### config.mk
export PLATFORM = sky130hd
export DESIGN_NAME = load_store_unit
export DESIGN_NICKNAME = d
export VERILOG_FILES = /design/src/rtl/load_store_unit.sv
export SDC_FILE = /design/constraint.sdc
export NUM_CORES = 1
export LEC_CHECK = 0
export BUFFER_PORTS_ARGS = -buffer_cell sky130_fd_sc_hd__buf_2
export CORE_MARGIN = 2
export CORE_UTILIZATION = 41
export DETAILED_ROUTE_END_ITERATION = 10
export PLACE_DENSITY = 0.77
export SLEW_MARGIN = 5
export SYNTH_ARGS = -nofsm -noshare
export SYNTH_HDL_FRONTEND = slang
export SYNTH_SLANG_ARGS = --single-unit
### constraint.sdc
create_clock -name Clk -period 4.4 [get_ports Clk]
set_clock_uncertainty 0.05 [all_clocks]
set_input_delay 0.44 -clock Clk [delete_from_list [all_inputs] [get_ports Clk]]
set_output_delay 0.44 -clock Clk [all_outputs]
set_load 0.01 [all_outputs]
### src/rtl/load_store_unit.sv
// -----------------------------------------------------------------------------
// load_store_unit
//
// Multi-cycle load/store engine between the MEM pipeline stage and a
// single-port word-addressed data memory. Handles word, halfword and byte
// accesses, performing a read-modify-write for sub-word stores so the memory
// only ever sees full 32-bit writes.
//
// Ports
//   Clk           clock, all state updates on the rising edge
//   reset         asynchronous, active-high reset
//   Req           transaction request, sampled only while idle
//   Op            000 LW, 001 LH, 010 LHU, 011 LB, 100 LBU, 101 SW, 110 SH, 111 SB
//   ByteAddr      byte address of the access
//   StoreData     store source (SH uses [15:0], SB uses [7:0])
//   Busy          high whenever a transaction is in flight
//   Done          one-cycle completion pulse
//   LoadData      extended load result, held until the next completed load
//   AddrError     valid with Done: misaligned or out-of-range access
//   MemAddress    word index presented to the memory
//   MemWriteData  write word presented to the memory
//   MemRead       memory read strobe
//   MemWrite      memory write strobe
//   MemReadData   memory read data, registered by the memory on the falling
//                 edge of the MemRead cycle
// -----------------------------------------------------------------------------
module load_store_unit #(
    parameter int MEM_WORDS = 32
) (
    input  logic        Clk,
    input  logic        reset,
    input  logic        Req,
    input  logic [2:0]  Op,
    input  logic [31:0] ByteAddr,
    input  logic [31:0] StoreData,
    output logic        Busy,
    output logic        Done,
    output logic [31:0] LoadData,
    output logic        AddrError,
    output logic [31:0] MemAddress,
    output logic [31:0] MemWriteData,
    output logic        MemRead,
    output logic        MemWrite,
    input  logic [31:0] MemReadData
);

    localparam logic [2:0] OP_LW  = 3'b000;
    localparam logic [2:0] OP_LH  = 3'b001;
    localparam logic [2:0] OP_LHU = 3'b010;
    localparam logic [2:0] OP_LB  = 3'b011;
    localparam logic [2:0] OP_LBU = 3'b100;
    localparam logic [2:0] OP_SW  = 3'b101;
    localparam logic [2:0] OP_SH  = 3'b110;
    localparam logic [2:0] OP_SB  = 3'b111;

    localparam logic [31:0] MEM_LIMIT = 32'(MEM_WORDS);

    typedef enum logic [2:0] {
        IDLE   = 3'd0,
        RD     = 3'd1,
        RMW_RD = 3'd2,
        WR     = 3'd3,
        RESP   = 3'd4
    } lsuState_t;

    lsuState_t   state;
    lsuState_t   nextState;
    logic        addrErrorNext;
    logic        reqError;
    logic        accept;
    logic [2:0]  opReg;
    logic [1:0]  byteOffset;
    logic [31:0] storeDataReg;

    // -------------------------------------------------------------------------
    // Helpers
    // -------------------------------------------------------------------------

    // Misalignment for the access width, or a word index past the memory.
    function automatic logic checkAddrError(input logic [2:0] op, input logic [31:0] addr);
        logic misaligned;
        logic outOfRange;
        outOfRange = ({2'b00, addr[31:2]} >= MEM_LIMIT);
        case (op)
            OP_LW, OP_SW:         misaligned = (addr[1:0] != 2'b00);
            OP_LH, OP_LHU, OP_SH: misaligned = addr[0];
            default:              misaligned = 1'b0;
        endcase
        return misaligned | outOfRange;
    endfunction

    // Little-endian lane selection followed by sign or zero extension.
    function automatic logic [31:0] extractLoad(input logic [2:0] op,
                                                input logic [1:0] offset,
                                                input logic [31:0] word);
        logic [15:0] halfVal;
        logic [7:0]  byteVal;
        logic [31:0] result;
        halfVal = offset[1] ? word[31:16] : word[15:0];
        case (offset)
            2'b00:   byteVal = word[7:0];
            2'b01:   byteVal = word[15:8];
            2'b10:   byteVal = word[23:16];
            2'b11:   byteVal = word[31:24];
            default: byteVal = word[7:0];
        endcase
        case (op)
            OP_LW:   result = word;
            OP_LH:   result = {{16{halfVal[15]}}, halfVal};
            OP_LHU:  result = {16'h0000, halfVal};
            OP_LB:   result = {{24{byteVal[7]}}, byteVal};
            OP_LBU:  result = {24'h00_0000, byteVal};
            default: result = word;
        endcase
        return result;
    endfunction

    // Replace only the addressed lane of the word read back from memory.
    function automatic logic [31:0] mergeStore(input logic [2:0] op,
                                               input logic [1:0] offset,
                                               input logic [31:0] word,
                                               input logic [31:0] data);
        logic [31:0] result;
        result = word;
        case (op)
            OP_SH: begin
                if (offset[1]) begin
                    result[31:16] = data[15:0];
                end else begin
                    result[15:0] = data[15:0];
                end
            end
            OP_SB: begin
                case (offset)
                    2'b00:   result[7:0]   = data[7:0];
                    2'b01:   result[15:8]  = data[7:0];
                    2'b10:   result[23:16] = data[7:0];
                    2'b11:   result[31:24] = data[7:0];
                    default: result[7:0]   = data[7:0];
                endcase
            end
            default: result = data;
        endcase
        return result;
    endfunction

    assign reqError = checkAddrError(Op, ByteAddr);
    assign accept   = (state == IDLE) && Req;

    // -------------------------------------------------------------------------
    // FSM
    // -------------------------------------------------------------------------

    // State register.
    always_ff @(posedge Clk or posedge reset) begin
        if (reset) begin
            state <= IDLE;
        end else begin
            state <= nextState;
        end
    end

    // Next-state decode; an errored request goes straight to RESP.
    always_comb begin
        nextState     = state;
        addrErrorNext = 1'b0;
        case (state)
            IDLE: begin
                if (Req) begin
                    if (reqError) begin
                        nextState     = RESP;
                        addrErrorNext = 1'b1;
                    end else begin
                        case (Op)
                            OP_LW, OP_LH, OP_LHU, OP_LB, OP_LBU: nextState = RD;
                            OP_SW:                               nextState = WR;
                            default:                             nextState = RMW_RD;
                        endcase
                    end
                end else begin
                    nextState = IDLE;
                end
            end
            RD:      nextState = RESP;
            RMW_RD:  nextState = WR;
            WR:      nextState = RESP;
            RESP:    nextState = IDLE;
            default: nextState = IDLE;
        endcase
    end

    // Status and strobes are registered from the next state, so each is a
    // flop output that tracks the state one-to-one and cannot glitch.
    always_ff @(posedge Clk or posedge reset) begin
        if (reset) begin
            Busy      <= 1'b0;
            Done      <= 1'b0;
            AddrError <= 1'b0;
            MemRead   <= 1'b0;
            MemWrite  <= 1'b0;
        end else begin
            Busy      <= (nextState != IDLE);
            Done      <= (nextState == RESP);
            AddrError <= addrErrorNext;
            MemRead   <= (nextState == RD) || (nextState == RMW_RD);
            MemWrite  <= (nextState == WR);
        end
    end

    // -------------------------------------------------------------------------
    // Datapath
    // -------------------------------------------------------------------------

    // Request capture at accept; MemAddress only moves here, so it stays put
    // from the first strobe through RESP.
    always_ff @(posedge Clk or posedge reset) begin
        if (reset) begin
            opReg        <= 3'b000;
            byteOffset   <= 2'b00;
            storeDataReg <= 32'h0000_0000;
            MemAddress   <= 32'h0000_0000;
        end else if (accept) begin
            opReg        <= Op;
            byteOffset   <= ByteAddr[1:0];
            storeDataReg <= StoreData;
            MemAddress   <= {2'b00, ByteAddr[31:2]};
        end
    end

    // Write word: full store data for SW at accept, merged lane after the
    // RMW read completes.
    always_ff @(posedge Clk or posedge reset) begin
        if (reset) begin
            MemWriteData <= 32'h0000_0000;
        end else if (accept && !reqError && (Op == OP_SW)) begin
            MemWriteData <= StoreData;
        end else if (state == RMW_RD) begin
            MemWriteData <= mergeStore(opReg, byteOffset, MemReadData, storeDataReg);
        end
    end

    // Load result only updates at the end of a real read; stores and errored
    // accesses never pass through RD.
    always_ff @(posedge Clk or posedge reset) begin
        if (reset) begin
            LoadData <= 32'h0000_0000;
        end else if (state == RD) begin
            LoadData <= extractLoad(opReg, byteOffset, MemReadData);
        end
    end

endmodule

==> reports/qor.txt, run 1 <==
Yosys warning count - 0
P per Cell Area - 417.7 mW/mm²
Syn_area_per_cell - 9.256 µm²
Post-synth EDFFs - 0
Clk pin slew, worst setup/hold paths - 0.06 ns
Routed Antenna Nets - 0
Startpoint Class - flip-flop
FF+latch area - 0.003478 mm²
Critical Path Max Stage Delay - 1.00 ns
Finished Core Util - 52.96%
H-tree depth - 4
Max Clock Freq - 326.9 MHz
Final period utilization - 69.52%
Crit Path Class - flip-flop to flip-flop
Yosys reg bits - 139
Main synth FF type - dfrtp_1
RSZ-0062 raised after global routing - false
Initial antenna violation count - 1
GP Congestion - 0.8839
DRC - 0
Number of core rows - 46
Worst-path cell chain - mux4_2 -> nand2b_1 -> and2_1 -> o31a_1 -> a21oi_1
Die Y - 132.5 µm
Final-stage net count - 1,009
FF-to-FF path depth - 5
Vias in the first global route - 5,987
Top post-synthesis cells by count - nand2_1, dfrtp_1, nor2_1, a21oi_1, clkbuf_1
Core area - 0.01600 mm²
Worst path required time - 4.61 ns
First-pass GRT wire length - 32,320 µm
Cts bufs inserted - 17
Final WL - 20,640 µm
CTS max path bufs - 2
Crit-path slowest cell - dfrtp_1
Unique cell type count in the Yosys netlist - 47
Setup bufs post-CTS - 0
Critical Path Stages - 5
Routed wire per std cell - 18.15 µm
Filler instances - 1,510
Fin crit period - 3.059 ns
Drt first pass iters - 7
Overall power - 0.003539 W
Status - completed
Initial Utilization - 42.29%
Most area-hungry cell type in the Yosys netlist - dfrtp_1
Final cell count without fillers - 1,137
Most numerous cell in the Yosys netlist - nand2_1
Least-Margin Pin Slew - 1.142 ns
Worst IR Drop VDD - 0.2884 mV
Hpwl dp - 14,470 µm
Overall Global Routing Usage - 23.56%
Setup crit end kind - flip-flop
Final setup violation count - 0
Drt via density - 5.494
Max_cap viols - 0
Detailed Route Iter0 Violations - 777
Fin Hold WS - 0.1631 ns
Clock root buffer - clkbuf_16
Sequential area share after synthesis - 51.41%
Worst EP arrival - 3.27 ns
Post-synth design cell area - 0.006766 mm²
Top-Level Pins - 203
Via Count - 6,247
Multi-input gate area - 0.003009 mm²
Fraction of registers with async set or reset after synthesis - 100.0%
Hold depth - 3
CP max FO - 29
Buffers and inverters on the worst path - 0
Fin Setup TNS - 0 ns
Max Slew Vio Count - 0
Clock sink total - 139
Largest net degree at the start of global routing - 115
Worst slew margin - 23.58%
CTS tree - yes
Hold-fix buffers, CTS - 0
I/O Buffers - 200
Layout area overhead - 25.24%
Share of layout cells above drive strength 1 - 30.43%
Hold Crit Class - input pin to flip-flop
Die Wd - 132.5 µm
Total gr overflow - 0
Crit path max-delay family - flip-flops
Share of the synthesized area in the top cell type - 51.41%
Placed Cells - 1,104
P_leak - 4.060 nW
Clock latency on the worst-skew pair - 0.42 ns
Final Hold Fails - 0
Total die area - 0.01755 mm²
CTS resizes - 0
Largest cells by area after synthesis - dfrtp_1, nand2_1, a221o_1
Cells after synthesis - 731
-- per-layer routing --
metal  up-vias  routed length, µm  track usage, %
li1       2910                  -               -
met1      2926               8611           32.08
met2       370               9263           35.29
met3        41               2211           7.471
met4         0                549           8.961
met5         -                  0               0
-- logic make-up after synthesis --
kind of cell             Yosys count  synth area share (%)
AND/OR/NAND/NOR                  336                 20.56
AO/OA/AOI/OAI                    150                 15.83
flip-flops                       139                 51.41
buffers and inverters             64                 4.346
multiplexers                      37                 7.267
XOR/XNOR                           3                0.3884
adder cells (fa/ha/maj)            1                0.1479
other                              1               0.05542
-- placed cells by master (no fill, tap or decap), drive strengths merged, types with 3 or more instances in the layout --
cell type    n
o21ai       30
nand3       14
and2         4
inv         16
nor4         6
nand2b       3
a222oi      16
a211oi       5
a21oi       49
dfrtp      139
nor2b        3
mux4         8
buf        206
nor2        62
a221o       32
clkinv       6
clkbuf      19
mux2        17
nand2      230
o21a         3
bufinv       3
nor3         6
a22oi       11
mux2i       12
-- power by group --
group          internal (W)  switching (W)
Combinational      0.000232       0.000342
Sequential          0.00137       0.000114
Clock              0.000911       0.000566
Total               0.00252        0.00102
-- final timing paths --
kind	start	end	slack [ns]
min in group asynchronous	reset	LoadData[31]	0.18
max in group asynchronous	reset	MemAddress[5]	3.19
hold reg to reg	MemAddress[2]	MemAddress[2]	0.42
hold / removal	ByteAddr[3]	MemAddress[1]	0.16
setup / recovery	byteOffset[1]	LoadData[31]	1.34
setup reg to reg	byteOffset[1]	LoadData[31]	1.34
-- area by class of cell --
class,count,share of cell area (%)
flip-flops and latches,139,41.05
multi-input cells,529,35.51
repair buffers,206,12.34
clock buffers,19,5.227
well taps,216,3.189
clock inverters,13,1.978
inverters,14,0.6792
diodes,1,0.02953
-- flip-flops by register name, summed over array words and instances, names as in the netlist --
register / count
LoadData: 32
MemWriteData: 32
storeDataReg: 32
MemAddress: 30
opReg: 3
state: 3
byteOffset: 2
AddrError: 1
Busy: 1
Done: 1
MemRead: 1
MemWrite: 1
-- per-stage QoR --
step | setup slack, ns | area, µm²
after floorplan | 0.1855 | 6770
after detailed placement | 1.447 | 7861
after global routing | 1.168 | 8474
final | 1.341 | 8474
after global placement | 1.558 | 7861
after CTS | 1.407 | 8472
-- worst min-delay path: stages --
cell,delay [ns]
buf_2,0.07
nand2_1,0.04
nand2_1,0.04
No activity file was read; power rests on OpenSTA's default activity.
==> run 2, diff against run 1 <==
==> constraint.sdc (replaced) <==
create_clock -name Clk -period 2.6 [get_ports Clk]
set_clock_uncertainty 0.05 [all_clocks]
set_input_delay 0.26 -clock Clk [delete_from_list [all_inputs] [get_ports Clk]]
set_output_delay 0.26 -clock Clk [all_outputs]
set_load 0.01 [all_outputs]
==> reports/qor.txt, run 2 (synthesized netlist as in run 1, its figures left out) <==
I/O Buffers - 200 (unchanged)
Detailed Route Iter0 Violations - 778 (+0.13%)
Total die area - 0.01755 mm² (unchanged)
Critical Path Max Stage Delay - 0.64 ns (-0.36 ns)
Worst path required time - 2.85 ns (-1.76 ns)
DRC - 0 (unchanged)
Final-stage net count - 1,075 (+6.5%)
Clock latency on the worst-skew pair - 0.43 ns (about the same)
Top flop regs - LoadData (32), MemWriteData (32), storeDataReg (32)
P per Cell Area - 657.1 mW/mm² (+57%)
Max_cap viols - 0 (unchanged)
Worst slew margin - 52.30% (+29 points)
Crit-path slowest cell - or4_4
CTS max path bufs - 2 (unchanged)
Worst Hold Path EP - storeDataReg[9]
Hold Crit Class - input pin to flip-flop
Multi-input gate area - 0.003080 mm² (+2.4%)
Startpoint Class - input pin
Initial antenna violation count - 1 (unchanged)
HP Start - StoreData[9]
R2R setup slack - 0.21 ns (-1.13 ns)
Core area - 0.01600 mm² (unchanged)
Largest net degree at the start of global routing - 56 (-51%)
Share of layout cells above drive strength 1 - 30.83% (+0.40 points)
Crit Path Class - input pin to flip-flop
Drt first pass iters - 5 (-2)
Die Wd - 132.5 µm (unchanged)
Status - completed
Finished Core Util - 57.31% (+4.3 points)
Commonest non-fill, non-tap cell in the layout - nand2_1
Die Y - 132.5 µm (unchanged)
Drt via density - 5.496 (about the same)
CTS tree - yes
RR Startpoint - opReg[2]
Clk pin slew, worst setup/hold paths - 0.06 ns (about the same)
RSZ-0062 raised after global routing - true
Filler instances - 1,421 (-5.9%)
H-tree depth - 4 (unchanged)
Clock root buffer - clkbuf_16
Worst EP arrival - 2.81 ns (-0.46 ns)
Hpwl dp - 14,840 µm (+2.6%)
Clock sink total - 139 (unchanged)
Worst-path cell chain - dlygate4sd3_1 -> buf_2 -> nor4_4 -> nand4_1 -> or4_4 -> o31a_4 -> a221o_2
Initial Utilization - 42.29% (unchanged)
Layout area overhead - 35.52%
Overall Global Routing Usage - 24.74% (+1.2 points)
GP Congestion - 0.8777 (-0.70%)
Cts bufs inserted - 17 (unchanged)
Placed Cells - 1,122 (+1.6%)
Worst IR Drop VDD - 0.5088 mV (+76%)
Top-Level Pins - 203 (unchanged)
P_leak - 4.396 nW (+8.3%)
Least-Margin Pin Slew - 0.7155 ns (-0.4269 ns)
Crit path max-delay family - simple AND/OR/NAND/NOR gates
Max Slew Vio Count - 0 (unchanged)
R2r endpoint - MemWriteData[15]
Final WL - 22,110 µm (+7.2%)
CP max FO - 7 (-76%)
Routed Antenna Nets - 0 (unchanged)
Final setup violation count - 0 (unchanged)
Fin Setup TNS - 0 ns (unchanged)
Setup crit end kind - flip-flop
Buffers and inverters on the worst path - 2 (+2)
Final period utilization - 98.26%
Number of core rows - 46 (unchanged)
Most frequent cells in the layout - nand2_1, buf_2, dfrtp_1, nor2_1, a21oi_1
Total gr overflow - 0 (unchanged)
FF-to-FF path depth - 5 (unchanged)
Fin crit period - 2.555 ns
Vias in the first global route - 6,376 (+6.5%)
Final Hold Fails - 0 (unchanged)
Routed wire per std cell - 18.38 µm (+1.3%)
First-pass GRT wire length - 33,950 µm (+5.1%)
FF+latch area - 0.003478 mm² (unchanged)
Hold depth - 3 (unchanged)
Final cell count without fillers - 1,203 (+5.8%)
Via Count - 6,612 (+5.8%)
Overall power - 0.006026 W (+70%)
Max Clock Freq - 391.4 MHz
run 2: stage by stage:
step | area [µm²] | setup WS, ns | hold slack (ns)
after floorplan | 6774 | 0.4907 | 0.3001
after global placement | 8033 | 0.1421 | 0.2574
after detailed placement | 8033 | 0.1035 | 0.2542
after CTS | 9054 | 0.01694 | 0.0001420
after global routing | 9170 | -0.00003686 | 0.008641
final | 9170 | 0.04522 | 0.01346
run 2: area by class of cell:
cell class / instances / area share (%)
clock inverters: 10 / 1.269
inverters: 14 / 0.6140
repair buffers: 270 / 18.45
diodes: 1 / 0.02729
flip-flops and latches: 139 / 37.93
well taps: 216 / 2.947
multi-input cells: 531 / 33.59
clock buffers: 22 / 5.171
run 2: per-layer routing:
| layer | track usage, % | wire, µm | vias up | share of wire, % |
|---|---|---|---|---|
| met2 | 38.05 | 10150 | 368 | 46 |
| met1 | 33.47 | 9048 | 3146 | 41 |
| met4 | 10.10 | 720 | 0 | 3.3 |
| met5 | 0 | 0 | - | 0 |
| li1 | - | - | 3043 | - |
| met3 | 6.398 | 2190 | 55 | 9.9 |
run 2: worst max path at each step:
stage	cells after the start	from	slack (ns)	to
3_5_place_dp	6	ByteAddr[7]	0.10	MemWriteData[23]
3_3_place_gp	6	ByteAddr[7]	0.14	MemWriteData[23]
6_report	7	ByteAddr[15]	0.05	MemWriteData[22]
5_1_grt	7	ByteAddr[15]	-0.00004	MemWriteData[22]
2_1_floorplan	6	ByteAddr[17]	0.49	MemWriteData[26]
4_1_cts	7	ByteAddr[13]	0.02	MemWriteData[22]
run 2: worst min-delay path, stage by stage:
cell	delay (ns)
buf_2	0.10
nand2_1	0.05
nand2_1	0.05
run 2: timing repair:
action,in CTS,in global routing
setup buffers,0,3
setup endpoints to repair,0,33
hold buffers,43,0
resized for setup,0,7
hold endpoints to repair,58,0
run 2: report_power, final:
part | internal, W | switching [W]
combinational | 0.000476 | 0.000651
clock | 0.00148 | 0.000924
sequential | 0.00233 | 0.000164
